`src/rtl/xm_mem_pkg.sv`:
```
// Shared types and encodings for the memory bus controller.
package xm_mem_pkg;

  typedef enum logic [1:0] {
    StIdle,
    StAccess,
    StFault
  } state_e;

  localparam logic [1:0] BE_WORD = 2'b11;
  localparam logic [1:0] BE_LO   = 2'b01;
  localparam logic [1:0] BE_HI   = 2'b10;

  localparam logic RW_READ  = 1'b0;
  localparam logic RW_WRITE = 1'b1;

endpackage

```
`src/rtl/mem_lane_steer.sv`:
```
// Combinational byte-lane steering: byte enables, write replication, read lane select.
module mem_lane_steer
  import xm_mem_pkg::*;
#(
  parameter int unsigned WORD = 16
) (
  input  logic            addr_lsb_i,
  input  logic            bw_i,
  input  logic [WORD-1:0] wdata_i,
  input  logic [WORD-1:0] rdata_i,
  output logic [1:0]      be_o,
  output logic [WORD-1:0] wdata_o,
  output logic [WORD-1:0] rdata_o
);

  always_comb begin
    be_o    = BE_WORD;
    wdata_o = wdata_i;
    rdata_o = rdata_i;
    if (bw_i) begin
      be_o         = addr_lsb_i ? BE_HI : BE_LO;
      wdata_o      = {(WORD / 8){wdata_i[7:0]}};
      rdata_o      = '0;
      rdata_o[7:0] = addr_lsb_i ? rdata_i[15:8] : rdata_i[7:0];
    end
  end

endmodule

```
`src/rtl/mem_bus_ctrl.sv`:
```
// Memory bus controller: MAR/MDR requests to a 16-bit byte-enabled bus with ack handshake.
// Define MEM_TIMEOUT_EN to abort accesses that see no ack within TIMEOUT cycles.
module mem_bus_ctrl
  import xm_mem_pkg::*;
#(
  parameter int unsigned WORD    = 16,
  parameter int unsigned TIMEOUT = 15
) (
  input  logic            clk_i,
  input  logic            arst_i,
  input  logic            req_i,
  input  logic            rw_i,
  input  logic            bw_i,
  input  logic [WORD-1:0] mar_i,
  input  logic [WORD-1:0] omdr_i,
  output logic [WORD-1:0] imdr_o,
  output logic            imdr_wr_o,
  output logic            busy_o,
  output logic            done_o,
  output logic            err_o,
  output logic [WORD-1:0] mem_addr_o,
  output logic [WORD-1:0] mem_wdata_o,
  input  logic [WORD-1:0] mem_rdata_i,
  output logic            mem_rd_o,
  output logic            mem_wr_o,
  output logic [1:0]      mem_be_o,
  input  logic            mem_ack_i
);

  state_e          state_q;
  logic            addr_lsb_q, rw_q, bw_q;
  logic [WORD-1:0] omdr_q;
  logic            mem_rd_q, mem_wr_q;
  logic [WORD-1:0] mem_addr_q, mem_wdata_q, imdr_q;
  logic [1:0]      mem_be_q;
  logic            imdr_wr_q, done_q, err_q;

`ifdef MEM_TIMEOUT_EN
  localparam int unsigned CntW = ($clog2(TIMEOUT + 1) > 4) ? $clog2(TIMEOUT + 1) : 4;
  logic [CntW-1:0] tmo_q;
`endif

  // In IDLE the steering sees the incoming request so bus outputs register on acceptance;
  // afterwards it sees the latched fields so read data is steered with the request's lane.
  logic            st_lsb, st_bw;
  logic [WORD-1:0] st_wdata_in;
  logic [1:0]      st_be;
  logic [WORD-1:0] st_wdata, st_rdata;

  assign st_lsb      = (state_q == StIdle) ? mar_i[0] : addr_lsb_q;
  assign st_bw       = (state_q == StIdle) ? bw_i : bw_q;
  assign st_wdata_in = (state_q == StIdle) ? omdr_i : omdr_q;

  mem_lane_steer #(
    .WORD(WORD)
  ) u_lane_steer (
    .addr_lsb_i(st_lsb),
    .bw_i      (st_bw),
    .wdata_i   (st_wdata_in),
    .rdata_i   (mem_rdata_i),
    .be_o      (st_be),
    .wdata_o   (st_wdata),
    .rdata_o   (st_rdata)
  );

  always_ff @(posedge clk_i or posedge arst_i) begin
    if (arst_i) begin
      state_q     <= StIdle;
      addr_lsb_q  <= 1'b0;
      rw_q        <= RW_READ;
      bw_q        <= 1'b0;
      omdr_q      <= '0;
      mem_rd_q    <= 1'b0;
      mem_wr_q    <= 1'b0;
      mem_addr_q  <= '0;
      mem_wdata_q <= '0;
      mem_be_q    <= '0;
      imdr_q      <= '0;
      imdr_wr_q   <= 1'b0;
      done_q      <= 1'b0;
      err_q       <= 1'b0;
`ifdef MEM_TIMEOUT_EN
      tmo_q       <= '0;
`endif
    end else begin
      imdr_wr_q <= 1'b0;
      done_q    <= 1'b0;
      err_q     <= 1'b0;
      case (state_q)
        StIdle: begin
          if (req_i) begin
            addr_lsb_q <= mar_i[0];
            rw_q       <= rw_i;
            bw_q       <= bw_i;
            omdr_q     <= omdr_i;
`ifdef MEM_TIMEOUT_EN
            tmo_q      <= '0;
`endif
            if (!bw_i && mar_i[0]) begin
              state_q <= StFault;
            end else begin
              state_q     <= StAccess;
              mem_rd_q    <= (rw_i == RW_READ);
              mem_wr_q    <= (rw_i == RW_WRITE);
              mem_addr_q  <= {mar_i[WORD-1:1], 1'b0};
              mem_be_q    <= st_be;
              mem_wdata_q <= st_wdata;
            end
          end
        end
        StAccess: begin
          if (mem_ack_i) begin
            state_q     <= StIdle;
            mem_rd_q    <= 1'b0;
            mem_wr_q    <= 1'b0;
            mem_addr_q  <= '0;
            mem_wdata_q <= '0;
            mem_be_q    <= '0;
            done_q      <= 1'b0 | 1'b1;
            if (rw_q == RW_READ) begin
              imdr_q    <= st_rdata;
              imdr_wr_q <= 1'b1;
            end
`ifdef MEM_TIMEOUT_EN
          end else if (tmo_q == CntW'(TIMEOUT - 1)) begin
            state_q     <= StFault;
            mem_rd_q    <= 1'b0;
            mem_wr_q    <= 1'b0;
            mem_addr_q  <= '0;
            mem_wdata_q <= '0;
            mem_be_q    <= '0;
          end else begin
            tmo_q <= tmo_q + 1'b1;
`endif
          end
        end
        StFault: begin
          state_q <= StIdle;
          done_q  <= 1'b1;
          err_q   <= 1'b1;
        end
        default: state_q <= StIdle;
      endcase
    end
  end

  assign busy_o      = (state_q != StIdle);
  assign imdr_o      = imdr_q;
  assign imdr_wr_o   = imdr_wr_q;
  assign done_o      = done_q;
  assign err_o       = err_q;
  assign mem_addr_o  = mem_addr_q;
  assign mem_wdata_o = mem_wdata_q;
  assign mem_rd_o    = mem_rd_q;
  assign mem_wr_o    = mem_wr_q;
  assign mem_be_o    = mem_be_q;

endmodule

```
`config.mk`:
```
export PLATFORM = sky130hd
export DESIGN_NAME = mem_bus_ctrl
export DESIGN_NICKNAME = d
export VERILOG_FILES = /design/src/rtl/xm_mem_pkg.sv /design/src/rtl/mem_lane_steer.sv /design/src/rtl/mem_bus_ctrl.sv
export SDC_FILE = /design/constraint.sdc
export NUM_CORES = 1
export LEC_CHECK = 0
export CAP_MARGIN = 20
export CORE_ASPECT_RATIO = 1.1
export CORE_MARGIN = 2
export CORE_UTILIZATION = 43
export DETAILED_ROUTE_END_ITERATION = 6
export GPL_ROUTABILITY_DRIVEN = 1
export HOLD_SLACK_MARGIN = 0.08
export PLACE_DENSITY = 0.8
export SLEW_MARGIN = 20
export SYNTH_ARGS = -nofsm -noshare
export SYNTH_HDL_FRONTEND = slang
export SYNTH_SLANG_ARGS = --single-unit
```
`constraint.sdc`:
```
create_clock -name clk_i -period 2.75 [get_ports clk_i]
set_clock_uncertainty 0.05 [all_clocks]
set_input_delay 0.4125 -clock clk_i [delete_from_list [all_inputs] [get_ports clk_i]]
set_output_delay 0.4125 -clock clk_i [all_outputs]
set_load 0.005 [all_outputs]
```
Word-level counts from Yosys, hierarchy flattened --
Index checks and enable logic that the tools add are counted.
Storage, ports and cells: register bits after elaboration 60, input bits 54
Operators by class: bitwise gates (word level) 2, equality and inequality tests 5, reduce and logical (&&, ||, !) cells 9, mux-type cells 34
Operator list (number):
- $mux 16 | 7
- $pmux 16 s2 | 2
- $mux 2 | 7
- $mux 1 | 12
- $mux 8 | 1
- $pmux 2 s2 | 2
- $ne 2x2->1 const B | 3
- $pmux 1 s2 | 3
- $reduce_and 2->1 | 2
- $reduce_and 4->1 | 1
- $reduce_bool 2->1 | 2
- $reduce_and 3->1 | 1
- $eq 2x1->1 const B | 1
- $eq 2x2->1 const B | 1
- $logic_not 2->1 | 1
- $not 1->1 | 2
- $logic_and 1x1->1 | 1
- $logic_not 1->1 | 1

Logic depth before layout (Yosys ltp) --
Gate-level depths: netlist (run 1).
depth in word-level cells 7, gate-level depth with buffers 9

Cells and area by module --
A second synthesis (run 1) with hierarchy kept.
Unflattened totals: cells, all modules 240, area total of the unflattened synthesis 3413.3 sq um
Modules (own cells, without submodules):
- mem_bus_ctrl | times used 1, seq. area each 1876.8 sq um, area an instance 3040.4 sq um, cells each 204
- mem_lane_steer | times used 1, seq. area each 0.0 sq um, area an instance 372.9 sq um, cells each 36

Least setup slack after synthesis (run 1) --
Ideal clock, no wire load.
path type register -> register, start point register state_q[0], end point register mem_addr_q[10], in the netlist mem_addr_o[10], data required time 2.575 ns, arrival time 1.905 ns, cell stages (with the launch flop) 8, slack 0.671 ns, clock period less this slack 2.079 ns, cell sequence dfrtp_1 inv_1 ha_1 buf_6 nor2b_4 a2111oi_4 buf_6 mux2_2
On the way: word-level cells in the longest chain between the ends 3, elaborated cells between the ends (all ways) 8, those cells by class eq/ne (4); mux (1); reduce/logical (3)
Ends and longest elaborated chain:
- start: declaration | RTL line mem_bus_ctrl.sv:30 | state_e state_q;
- start signal: assignment | RTL line mem_bus_ctrl.sv:68 | state_q <= StIdle;
- start signal: assignment | RTL line mem_bus_ctrl.sv:100 | state_q <= StFault;
- start signal: assignment | RTL line mem_bus_ctrl.sv:102 | state_q <= StAccess;
- $eq 2x1->1 or $logic_not 2->1 (tied branches) | RTL line mem_bus_ctrl.sv:89 | case (state_q)
- $ne 2x2->1 (no source line) or $reduce_bool 2->1 (tied branches)
- $reduce_and 4->1 (no source line)
- end signal: assignment | RTL line mem_bus_ctrl.sv:105 | mem_addr_q <= {mar_i[WORD-1:1], 1'b0};
- end: declaration | RTL line mem_bus_ctrl.sv:34 | logic [WORD-1:0] mem_addr_q, mem_wdata_q, imdr_q;
Several ways; a longest one is shown, not always the timed one. A chain may end at the register's enable or synchronous reset.

Worst setup path in the final report (run 1) --
start point register state_q[1], end point register imdr_q[14], in the netlist imdr_o[14]
On the way: word-level cells in the longest chain between the ends 3, elaborated cells between the ends (all ways) 5, those cells by class eq/ne (1); mux (2); reduce/logical (2)
Ends and longest elaborated chain:
- $logic_not 2->1 | RTL line mem_bus_ctrl.sv:51 | assign st_bw = (state_q == StIdle) ? bw_i : bw_q;
- $mux 1 | RTL line mem_bus_ctrl.sv:51
- $mux 16 | RTL line mem_lane_steer.sv:20 | if (bw_i) begin
- end signal: assignment | RTL line mem_bus_ctrl.sv:121 | imdr_q <= st_rdata;
- end: declaration | RTL line mem_bus_ctrl.sv:34
Several ways; a longest one is shown, not always the timed one.

==> results of run 1 <==
-- layout by cell type, fill, tap and decap left out --
| cell type | synthesis | final |
|---|---|---|
| sky130_fd_sc_hd__or3_1 | 1 | 1 |
| sky130_fd_sc_hd__clkinv_2 | 0 | 1 |
| sky130_fd_sc_hd__and3b_1 | 2 | 2 |
| sky130_fd_sc_hd__a21oi_1 | 1 | 1 |
| sky130_fd_sc_hd__buf_12 | 0 | 2 |
| sky130_fd_sc_hd__buf_4 | 1 | 3 |
| sky130_fd_sc_hd__conb_1 | 1 | 1 |
| sky130_fd_sc_hd__nand3_1 | 9 | 9 |
| sky130_fd_sc_hd__clkdlybuf4s50_1 | 0 | 108 |
| sky130_fd_sc_hd__nor3_1 | 1 | 1 |
| sky130_fd_sc_hd__mux2i_2 | 1 | 1 |
| sky130_fd_sc_hd__clkbuf_8 | 0 | 12 |
| sky130_fd_sc_hd__inv_1 | 15 | 14 |
| sky130_fd_sc_hd__bufinv_16 | 0 | 3 |
| sky130_fd_sc_hd__ha_1 | 4 | 4 |
| sky130_fd_sc_hd__and2_1 | 1 | 1 |
| sky130_fd_sc_hd__mux2_2 | 29 | 29 |
| sky130_fd_sc_hd__o22ai_1 | 9 | 9 |
| sky130_fd_sc_hd__o21ai_0 | 9 | 9 |
| sky130_fd_sc_hd__nand4_1 | 1 | 1 |
| sky130_fd_sc_hd__inv_2 | 1 | 2 |
| sky130_fd_sc_hd__dfrtp_1 | 59 | 59 |
| sky130_fd_sc_hd__nand3b_1 | 1 | 1 |
| sky130_fd_sc_hd__nand2_1 | 2 | 2 |
| sky130_fd_sc_hd__nor2_1 | 10 | 10 |
| sky130_fd_sc_hd__mux2_1 | 1 | 1 |
| sky130_fd_sc_hd__nor2b_1 | 26 | 26 |
| sky130_fd_sc_hd__a22o_1 | 8 | 8 |
| sky130_fd_sc_hd__mux2i_1 | 9 | 9 |
| sky130_fd_sc_hd__a2111oi_4 | 1 | 1 |
| sky130_fd_sc_hd__a211oi_1 | 1 | 1 |
| sky130_fd_sc_hd__and3_1 | 1 | 1 |
| sky130_fd_sc_hd__nand2b_1 | 2 | 2 |
| sky130_fd_sc_hd__nor2b_4 | 1 | 1 |
| sky130_fd_sc_hd__a31oi_1 | 8 | 8 |
-- report_power, final --
group | internal, W | switching (W) | leakage [nW] | total [W]
combinational | 0.00135 | 0.000910 | 0.937 | 0.00226
clock | 0.000675 | 0.000344 | 0.133 | 0.00102
sequential | 0.00126 | 0.000210 | 0.736 | 0.00147
-- layer usage --
metal  GRT usage (%)  vias up  part of all wire [%]
met5               0        -                     0
met4            8.47        0                   2.1
met3            5.19       15                   6.0
met2            33.9       85                    50
met1            24.5     1036                    42
li1                -     1017                     -
-- through the flow --
step	hold slack, ns	instance area (um^2)	power [W]
3_5_place_dp	0.437	3870	0.00376
5_1_grt	0.459	4130	0.00506
3_3_place_gp	0.434	3870	0.00369
4_1_cts	0.424	4130	0.00480
2_1_floorplan	0.420	2720	0.00272
6_report	0.412	4130	0.00475
-- worst paths after layout --
| path | startpoint | end | cells after the start |
|---|---|---|---|
| worst max-delay path | state_q[1] | imdr_o[14] | 7 |
| worst min-delay path | arst_i | mem_addr_o[4] | 2 |
| worst max register to register | state_q[1] | imdr_o[14] | 7 |
| worst min register to register | mem_wdata_o[0] | mem_wdata_o[0] | 1 |
| max in group asynchronous | arst_i | done_o | 3 |
| min in group clk_i | mem_wdata_o[0] | mem_wdata_o[0] | 1 |
-- final cells by class --
type,instances,area (um^2)
Timing Repair Buffer,113,1140
Inverter,16,60.1
Sequential cell,59,1480
Tap cell,80,100
Clock inverter,4,95.1
Multi-Input combinational cell,140,1090
Clock buffer,12,165
Fill cell,491,2020
-- sequential cells by signal, summed over array words and instances (netlist names) --
signal	flops
imdr_o	16
mem_wdata_o	16
mem_addr_o	15
mem_be_o	2
state_q	2
addr_lsb_q	1
bw_q	1
done_o	1
err_o	1
imdr_wr_o	1
mem_rd_o	1
mem_wr_o	1
rw_q	1
-- cells by family (layout without fill, tap and decap cells) --
group                      Yosys count  after routing  share of synthesized area, %
buffers and inverters               29            145                          5.44
adders and majority gates            4              4                          1.84
other                                1              1                         0.138
DFF                                 59             59                          54.4
muxes                               40             40                          16.3
AOI/OAI and AO/OA                   37             37                          9.63
and+or+nand+nor                     58             58                          12.3
==> parameters.txt, run 1 <==
Parameter                              Value

Logic synthesis
  Cells after Synth ... 228
  Mapped cell area ... between 2000 and 3000 um^2
  EDFF count, synth ... 0
  Top cells by count, synth ... sky130_fd_sc_hd__dfrtp_1, sky130_fd_sc_hd__mux2_2, sky130_fd_sc_hd__nor2b_1, sky130_fd_sc_hd__inv_1, sky130_fd_sc_hd__nor2_1
  Number of synthesis warnings ... 0
  Synth Register Bits ... 59
  Most used flip-flop cell after synthesis ... sky130_fd_sc_hd__dfrtp_1
  Largest cells by area after synthesis ... sky130_fd_sc_hd__dfrtp_1, sky130_fd_sc_hd__mux2_2, sky130_fd_sc_hd__nor2b_1
  Syn nets ... ~290
  Most numerous cell in the Yosys netlist ... sky130_fd_sc_hd__dfrtp_1
  Average footprint of a synthesized cell ... about 12 um^2
  Share of synthesized area occupied by flip-flops and latches ... between 50% and 60%
  Synth async-reset ratio ... between 90% and 100%
  Largest area contributor in the synthesized netlist ... sky130_fd_sc_hd__dfrtp_1
  Portion of synthesized cell area occupied by the leading cell type ... approximately 54%
  Unique cell type count in the Yosys netlist ... 33

Final layout
  Area growth from synthesis to layout ... 52.2%
  Total inserted antenna cells ... 0
  Nets ... between 300 and 400
  Final Instance Count excl. Fillers ... 424
  Ratio of cells with drive above 1 in the final layout ... approximately 16%
  Final core utilization ... about two thirds

Worst setup path
  Number of buffers and inverters on the critical path ... 3
  Standard cell with the maximum stage delay on the critical path ... sky130_fd_sc_hd__or3_1
  Dominant cell type by count on the critical path ... sky130_fd_sc_hd__inv_1
  Critical Path Max Stage Delay ... 0.52 ns
  Ordered cell list for the critical path ... inv_1 > ha_1 > inv_1 > or3_1 > inv_2 > and2_1 > a22o_1
  Top cell family by delay on the critical path ... simple AND/OR/NAND/NOR gates
  Register-to-register setup slack ... roughly 0.47 ns
  Launching element type of the critical path ... flip-flop
  Capturing element type of the critical path ... flip-flop
  Worst path arrival time ... 2.51 ns
  Worst path required time ... between 2 and 3 ns
  Maximum fanout count along the critical path ... 18
  Path type of the worst setup path ... reg -> reg

Clock tree
  Depth of the CTS H-tree ... 3
  Clock sinks ... 59
  Cts bufs inserted ... 9
  Quantity of gates resized following cts ... 0
  Worst-Skew Late Latency ... between 0.3 and 0.4 ns
  TritonCTS clock tree ... done
  Count of buffers added by post-CTS timing repair for setup ... 0
  Quantity of hold-fixing buffers added after cts ... 0
  Root Driver ... sky130_fd_sc_hd__clkbuf_8
  Deepest clock path buffer count ... 2
  CTS clock-pin slew for the worst setup and hold paths ... roughly 0.070 ns

Timing
  Post-route worst setup slack ... 0.466 ns
  Actual transition at the worst max-transition pin ... ~0.58 ns
  Number of setup violations in the final report ... 0
  Total count of max-transition violations in the final report ... 0
  Portion of the clock cycle consumed by the worst path in the final layout ... 83.1%
  Post-layout minimum cycle time ... roughly 2.3 ns
  FMAX ... 438 MHz
  Unrepaired setup endpoints after global routing ... no
  Hold Vio Cnt, Final ... 0
  Setup TNS Final ... 0 ns
  Rel. slew slack ... about three fifths

GRT
  Initial antenna violation count ... 0
  Global-route wire length before repair ... approximately 11,000 um
  Overall routing resource usage ... between 20% and 30%
  Via count of the first global-routing pass ... around 2,300
  Largest net degree at the start of global routing ... 36
  Global-route congestion overflow total ... 0

Routing
  Vias ... between 2,000 and 2,500
  Overall routed net length ... 6630 um
  Residual DRC ... 0
  TritonRoute pass-1 iters ... 4
  Remaining antenna violation count ... 0
  DR vias/cell ... between 5 and 6
  Detailed-route wire length per cell ... about 16 um
  Iteration-0 DRC count of the detailed router ... 97

Placement
  Pre-CTS setup slack ... about 0.32 ns
  Number of placed instances with taps included ... 408
  Last weighted congestion value of the routability-driven placer ... a little under 0.8
  Number of buffers added on ports ... 108
  DP Wirelength ... 4720 um

Floorplanning
  Die area ... roughly 7000 um^2
  Initial Util ... 44.1%
  Die span in y ... slightly below 90 um
  Floorplan core area ... 6160 um^2
  Standard-cell row count ... 30
  I/O pin count ... 110
  Die X-Extent ... 79.8 um

Pwr
  Static power due to leakage ... about 1.8 nW
  Peak supply drop ... about 0.6 mV
  Power per unit of standard cell area ... roughly 1100 nW/um^2

Job
  Number of maximum-capacitance constraint violations ... 0

Outcome
  Run status ... completed

Worst hold path
  Worst min-delay path class ... in -> async
Note: power is estimated with default switching activity, not from simulation.
==> run 2, diff against run 1 <==
Clock period 2.75 ns to 2.3 ns, I/O delays scaled along.
==> parameters.txt, run 2 (synthesized netlist as in run 1, its figures left out) <==
Parameter                              Value

Worst setup path
  Capturing element type of the critical path ... flip-flop
  Launching element type of the critical path ... flip-flop
  Worst path required time ... 2.45 ns (-0.52 ns)
  Crit path from ... state_q[1]
  Ordered cell list for the critical path ... inv_1 > ha_1 > nor2_1 > a2111oi_4 > buf_12 > mux2_2
  Beginning of the worst register-to-register path ... state_q[1]
  Path type of the worst setup path ... reg -> reg
  Critical Path Max Stage Delay ... 0.39 ns (-0.13 ns)
  Worst path arrival time ... 2.22 ns (-0.29 ns)
  Maximum fanout count along the critical path ... 35 (+17)
  Reg2Reg Capture Point ... mem_addr_o[13]
  Number of cells on the worst reg-to-reg path ... 6 (-1)
  Standard cell with the maximum stage delay on the critical path ... sky130_fd_sc_hd__dfrtp_1
  Register-to-register setup slack ... 0.24 ns (-0.23 ns)

Job
  Number of maximum-capacitance constraint violations ... 0 (unchanged)

Clock tree
  Quantity of gates resized following cts ... 0 (unchanged)
  Cts bufs inserted ... 9 (unchanged)
  Worst-Skew Late Latency ... 0.33 ns (about the same)
  Depth of the CTS H-tree ... 3 (unchanged)
  Clock sinks ... 59 (unchanged)
  CTS clock-pin slew for the worst setup and hold paths ... 0.07 ns (about the same)
  Root Driver ... sky130_fd_sc_hd__clkbuf_8
  Count of buffers added by post-CTS timing repair for setup ... 0 (unchanged)
  Quantity of hold-fixing buffers added after cts ... 0 (unchanged)
  Deepest clock path buffer count ... 2 (unchanged)
  TritonCTS clock tree ... done

Pwr
  Clock group share of total power ... 17.2% (-4.3 points)
  Net switching power ... 0.00169 W (+16%)
  Peak supply drop ... 0.932 mV (+58%)
  Static power due to leakage ... 1.79 nW (-0.78%)
  Internal Power ... 0.00368 W (+12%)
  Switching portion of total power ... 31.5% (+0.65 points)
  Power share of the combinational group ... 50.2% (+2.6 points)
  Power per unit of standard cell area ... 1310 nW/um^2 (+14%)
  Share of power burned in registers ... 32.6% (+1.7 points)

Placement
  Number of placed instances with taps included ... 412 (+0.98%)
  Last weighted congestion value of the routability-driven placer ... 0.831 (+7.1%)
  DP Wirelength ... 4610 um (-2.3%)
  Number of buffers added on ports ... 108 (unchanged)

Timing
  Setup TNS Final ... 0 ns (unchanged)
  Portion of the clock cycle consumed by the worst path in the final layout ... 89.8% (+6.7 points)
  Hold Vio Cnt, Final ... 0 (unchanged)
  Number of setup violations in the final report ... 0 (unchanged)
  Post-layout minimum cycle time ... 2.06 ns (-0.220 ns)
  Actual transition at the worst max-transition pin ... 0.587 ns (+0.0102 ns)
  Unrepaired setup endpoints after global routing ... no
  Rel. slew slack ... 60.8% (-0.68 points)
  FMAX ... 484 MHz (+11%)
  Total count of max-transition violations in the final report ... 0 (unchanged)

Floorplanning
  Standard-cell row count ... 30 (unchanged)
  Floorplan core area ... 6160 um^2 (unchanged)
  Die X-Extent ... 79.8 um (unchanged)
  I/O pin count ... 110 (unchanged)
  Die area ... 6970 um^2 (unchanged)
  Initial Util ... 44.1% (unchanged)
  Die span in y ... 87.3 um (unchanged)

Final layout
  Ratio of cells with drive above 1 in the final layout ... 16.1% (+0.15 points)
  Leading cell type in the layout, fill and taps excluded ... sky130_fd_sc_hd__clkdlybuf4s50_1
  Area growth from synthesis to layout ... 50.8%
  Final Instance Count excl. Fillers ... 427 (+0.71%)
  Total inserted antenna cells ... 0 (unchanged)
  Nets ... 401 (+1.0%)
  Final core utilization ... 66.5% (-0.59 points)
  Commonest cells after routing, fill and taps aside ... sky130_fd_sc_hd__clkdlybuf4s50_1, sky130_fd_sc_hd__dfrtp_1, sky130_fd_sc_hd__mux2_2

GRT
  Initial antenna violation count ... 0 (unchanged)
  Via count of the first global-routing pass ... 2,237 (-3.0%)
  Overall routing resource usage ... 19.2% (-0.89 points)
  Global-route congestion overflow total ... 0 (unchanged)
  Largest net degree at the start of global routing ... 36 (unchanged)
  Global-route wire length before repair ... 10,400 um (-3.8%)

Routing
  Overall routed net length ... 6390 um (-3.7%)
  Residual DRC ... 0 (unchanged)
  Remaining antenna violation count ... 0 (unchanged)
  DR vias/cell ... 5.00 (-1.6%)
  Vias ... 2,133 (-0.93%)
  TritonRoute pass-1 iters ... 4 (unchanged)
  Iteration-0 DRC count of the detailed router ... 99 (+2.1%)
  Detailed-route wire length per cell ... 15.0 um (-4.4%)

Worst hold path
  Worst min-delay path class ... in -> async

Outcome
  Run status ... completed
-- run 2: changes by cell type in the layout (fill, tap and decap cells not counted), sizes merged --
cell    change
buf         +4
bufinv      -2
clkbuf      +1
-- run 2: area by class of cell --
class,count,area (um^2)
inverters,16,60.1
repair buffers,117,1170
fillers,521,2060
flip-flops and latches,59,1480
well taps,80,100
clock inverters,2,35.0
multi-input cells,140,1090
clock buffers,13,159
-- run 2: power by group through the flow --
stage          clock network (W)  logic [W]  registers (W)
2_1_floorplan                  0    0.00148        0.00177
3_3_place_gp                   0    0.00266        0.00176
3_5_place_dp                   0    0.00272        0.00177
4_1_cts                 0.000944    0.00273        0.00176
5_1_grt                 0.000998    0.00294        0.00181
6_report                0.000926    0.00270        0.00175
-- run 2: per-layer routing --
layer	vias to the layer above	GRT usage, %	routed length [um]
met5	-	0	0
met4	0	6.47	57
met3	5	4.36	344
met2	70	32.3	3220
met1	1037	24.6	2770
li1	1021	-	-
-- run 2: critical path: cells and delay by family, from the launching register on --
family | cells | cell delay [ns]
fa+ha+maj | 1 | 0.29
flops | 1 | 0.39
buf+inv | 2 | 0.36
mux | 1 | 0.36
compound gates | 1 | 0.38
simple gates | 1 | 0.10
-- run 2: worst max-delay path by stage --
stage	slack, ns	cells past startpoint	end
after detailed placement	0.14	5	mem_wdata_o[3]
after CTS	0.22	6	mem_addr_o[13]
final	0.24	6	mem_addr_o[13]
after global placement	0.18	5	mem_addr_o[6]
after floorplan	0.22	7	mem_addr_o[10]
after global routing	0.12	6	mem_addr_o[13]
-- run 2: through the flow --
| step | power [W] | hold slack [ns] | worst slack, ns | area (um^2) |
|---|---|---|---|---|
| 2_1_floorplan | 0.00325 | 0.420 | 0.221 | 2720 |
| 3_3_place_gp | 0.00442 | 0.436 | 0.183 | 3900 |
| 3_5_place_dp | 0.00449 | 0.437 | 0.140 | 3900 |
| 4_1_cts | 0.00543 | 0.396 | 0.224 | 4100 |
| 5_1_grt | 0.00574 | 0.419 | 0.119 | 4100 |
| 6_report | 0.00538 | 0.373 | 0.236 | 4100 |
==> run 3, diff against run 2 <==
Settings changed: ABC_AREA set to 1, CORE_UTILIZATION 43 to 44.
==> parameters.txt, run 3 <==
Parameter                              Value

Logic synthesis
  Portion of synthesized cell area occupied by the leading cell type ... 51.2% (-3.2 points)
  Synth Register Bits ... 59 (unchanged)
  Cells after Synth ... 372 (+63%)
  Xor-xnor portion of the synthesized cell area ... 0% (unchanged)
  Average footprint of a synthesized cell ... 7.76 um^2 (-35%)
  Mux share of post-synthesis cell area ... 0% (-16 points)
  Share of synthesized area occupied by flip-flops and latches ... 51.2% (-3.2 points)
  Most numerous cell in the Yosys netlist ... sky130_fd_sc_hd__nand2_1
  Most used flip-flop cell after synthesis ... sky130_fd_sc_hd__dfrtp_1
  Share of synthesized cell area in full adder, half adder and majority cells ... 1.73% (-0.11 points)
  Number of synthesis warnings ... 0 (unchanged)
  EDFF count, synth ... 0 (unchanged)
  Top cells by count, synth ... sky130_fd_sc_hd__nand2_1, sky130_fd_sc_hd__dfrtp_1, sky130_fd_sc_hd__inv_1, sky130_fd_sc_hd__nand3_1, sky130_fd_sc_hd__nor2_1
  Largest cells by area after synthesis ... sky130_fd_sc_hd__dfrtp_1, sky130_fd_sc_hd__nand2_1, sky130_fd_sc_hd__nand3_1
  Post-synthesis simple-gate area fraction ... 33.4% (+21 points)
  Unique cell type count in the Yosys netlist ... 21 (-36%)
  Largest family of logic cells by synthesized area ... simple AND/OR/NAND/NOR gates
  Synth async-reset ratio ... 100% (unchanged)
  Share of the synthesized area in compound gates (AO/OA/AOI/OAI) ... 3.17% (-6.5 points)
  Largest area contributor in the synthesized netlist ... sky130_fd_sc_hd__dfrtp_1
  Syn nets ... 430 (+50%)
  Mapped cell area ... 2890 um^2 (+6.3%)

Pwr
  Peak supply drop ... 0.860 mV (-7.8%)
  Power per unit of standard cell area ... 1340 nW/um^2 (+1.9%)
  Static power due to leakage ... 2.24 nW (+25%)

Final layout
  Leading cell type in the layout, fill and taps excluded ... sky130_fd_sc_hd__nand2_1
  Final core utilization ... 68.2% (+1.7 points)
  Total inserted antenna cells ... 0 (unchanged)
  Commonest cells after routing, fill and taps aside ... sky130_fd_sc_hd__nand2_1, sky130_fd_sc_hd__clkdlybuf4s50_1, sky130_fd_sc_hd__dfrtp_1
  Area growth from synthesis to layout ... 48.2%
  Ratio of cells with drive above 1 in the final layout ... 8.38% (-7.8 points)
  Final non-filler cell area ... 4280 um^2 (+4.4%)
  Nets ... 542 (+35%)

GRT
  Global-route congestion overflow total ... 0 (unchanged)
  Largest net degree at the start of global routing ... 38 (+5.6%)
  Via count of the first global-routing pass ... 2,593 (+16%)
  Initial antenna violation count ... 0 (unchanged)
  Overall routing resource usage ... 21.5% (+2.3 points)
  Global-route wire length before repair ... 11,700 um (+13%)

Timing
  Actual transition at the worst max-transition pin ... 0.500 ns (-0.0872 ns)
  Hold Vio Cnt, Final ... 0 (unchanged)
  Total count of max-transition violations in the final report ... 0 (unchanged)
  Unrepaired setup endpoints after global routing ... no
  Setup TNS Final ... 0 ns (unchanged)
  FMAX ... 496 MHz (+2.4%)
  Portion of the clock cycle consumed by the worst path in the final layout ... 87.7% (-2.1 points)
  Number of setup violations in the final report ... 0 (unchanged)
  Post-route worst setup slack ... 0.284 ns (+0.0481 ns)
  Post-layout minimum cycle time ... 2.02 ns (-0.0481 ns)
  Post-route worst hold slack ... 0.311 ns (-0.0626 ns)
  Rel. slew slack ... 66.6% (+5.8 points)

Worst setup path
  Register-to-register setup slack ... 0.42 ns (+0.18 ns)
  Worst path required time ... 1.90 ns (-0.55 ns)
  Path type of the worst setup path ... reg -> out
  Capturing element type of the critical path ... output pin
  Worst path arrival time ... 1.62 ns (-0.60 ns)
  Crit path from ... state_q[0]
  Number of cells on the worst reg-to-reg path ... 9 (+3)
  Reg2Reg Capture Point ... mem_wdata_o[8]
  Maximum fanout count along the critical path ... 3 (-91%)
  Critical path endpoint ... busy_o
  Launching element type of the critical path ... flip-flop
  Beginning of the worst register-to-register path ... state_q[1]

Routing
  DR vias/cell ... 4.84 (-3.1%)
  Iteration-0 DRC count of the detailed router ... 136 (+37%)
  Residual DRC ... 0 (unchanged)
  Vias ... 2,755 (+29%)
  TritonRoute pass-1 iters ... 4 (unchanged)
  Detailed-route wire length per cell ... 13.0 um (-13%)
  Remaining antenna violation count ... 0 (unchanged)
  Overall routed net length ... 7410 um (+16%)

Clock tree
  Quantity of gates resized following cts ... 0 (unchanged)
  Worst-Skew Late Latency ... 0.33 ns (about the same)
  Cts bufs inserted ... 9 (unchanged)
  TritonCTS clock tree ... done
  Deepest clock path buffer count ... 2 (unchanged)
  Quantity of hold-fixing buffers added after cts ... 0 (unchanged)
  Count of buffers added by post-CTS timing repair for setup ... 0 (unchanged)
  Clock sinks ... 59 (unchanged)
  CTS clock-pin slew for the worst setup and hold paths ... 0.07 ns (about the same)
  Depth of the CTS H-tree ... 3 (unchanged)
  Root Driver ... sky130_fd_sc_hd__clkbuf_8

Placement
  DP Wirelength ... 5400 um (+17%)
  Last weighted congestion value of the routability-driven placer ... 0.828 (-0.31%)
  Pre-CTS setup slack ... 0.414 ns (+0.274 ns)
  Placed Instance Area ... 4040 um^2 (+3.4%)
  Number of buffers added on ports ... 108 (unchanged)

Floorplanning
  I/O pin count ... 110 (unchanged)
  Die span in y ... 88.9 um (+1.8%)
  Die X-Extent ... 81.2 um (+1.8%)
  Die area ... 7220 um^2 (+3.7%)
  Floorplan core area ... 6270 um^2 (+1.8%)
  Initial Util ... 46.0% (+1.9 points)
  Standard-cell row count ... 30 (unchanged)

Job
  Number of maximum-capacitance constraint violations ... 0 (unchanged)

Outcome
  Run status ... completed

Worst hold path
  Worst min-delay path class ... in -> async
==> run 3: cell count changes after synthesis, sizes merged, moves of 10 or more <==
cell   delta
mux2     -30
nand2   +152
nor2     +18
nor2b    -27
inv      +36
mux2i    -10
nand3    +35
==> run 3: final cells by class <==
cell class / instances / area (um^2)
clock inverter: 7 / 116
multi-input combinational: 248 / 1110
fill: 516 / 1990
tap: 80 / 100
timing repair buffer: 113 / 1140
clock buffer: 9 / 124
sequential: 59 / 1480
inverter: 53 / 206
==> run 3: worst min path at each step <==
stage | end | slack, ns | depth (start not counted)
3_3_place_gp | mem_addr_o[1] | 0.40 | 2
6_report | mem_addr_o[7] | 0.31 | 2
2_1_floorplan | addr_lsb_q | 0.40 | 2
4_1_cts | mem_addr_o[7] | 0.32 | 2
5_1_grt | mem_addr_o[7] | 0.34 | 2
3_5_place_dp | mem_addr_o[4] | 0.41 | 2
==> run 3: kinds of logic (layout without fill, tap and decap cells) <==
kind of cell,after synthesis,count (layout)
adder cells (fa/ha/maj),4,4
AO/OA/AOI/OAI,16,16
buffers and inverters,65,182
flip-flops,59,59
AND/OR/NAND/NOR,227,227
other,1,1
==> run 3: worst max-delay path: stages (launching register included) <==
cell and delay [ns]:
sky130_fd_sc_hd__dfrtp_1 0.37, sky130_fd_sc_hd__inv_1 0.08, sky130_fd_sc_hd__ha_1 0.24, sky130_fd_sc_hd__inv_1 0.09, sky130_fd_sc_hd__clkdlybuf4s50_1 0.50
==> run 3: routing by layer <==
layer | global-route usage (%) | part of all wire [%] | vias up | wire, um
li1 | - | - | 1347 | -
met1 | 26.6 | 41 | 1261 | 3070
met2 | 35.3 | 49 | 129 | 3620
met3 | 5.56 | 7.7 | 18 | 572
met4 | 10.3 | 2.0 | 0 | 145
met5 | 0 | 0 | - | 0
==> run 3: per-stage QoR <==
step	total power [W]	cells
floorplan	0.00338	372
global placement	0.00453	553
detailed placement	0.00462	553
CTS	0.00577	569
global route	0.00618	569
finish	0.00572	569
==> run 3: power by group <==
part | internal [W] | switching (W)
Combinational | 0.00134 | 0.00146
Sequential | 0.00151 | 0.000278
Clock | 0.000717 | 0.000412
Total | 0.00357 | 0.00215
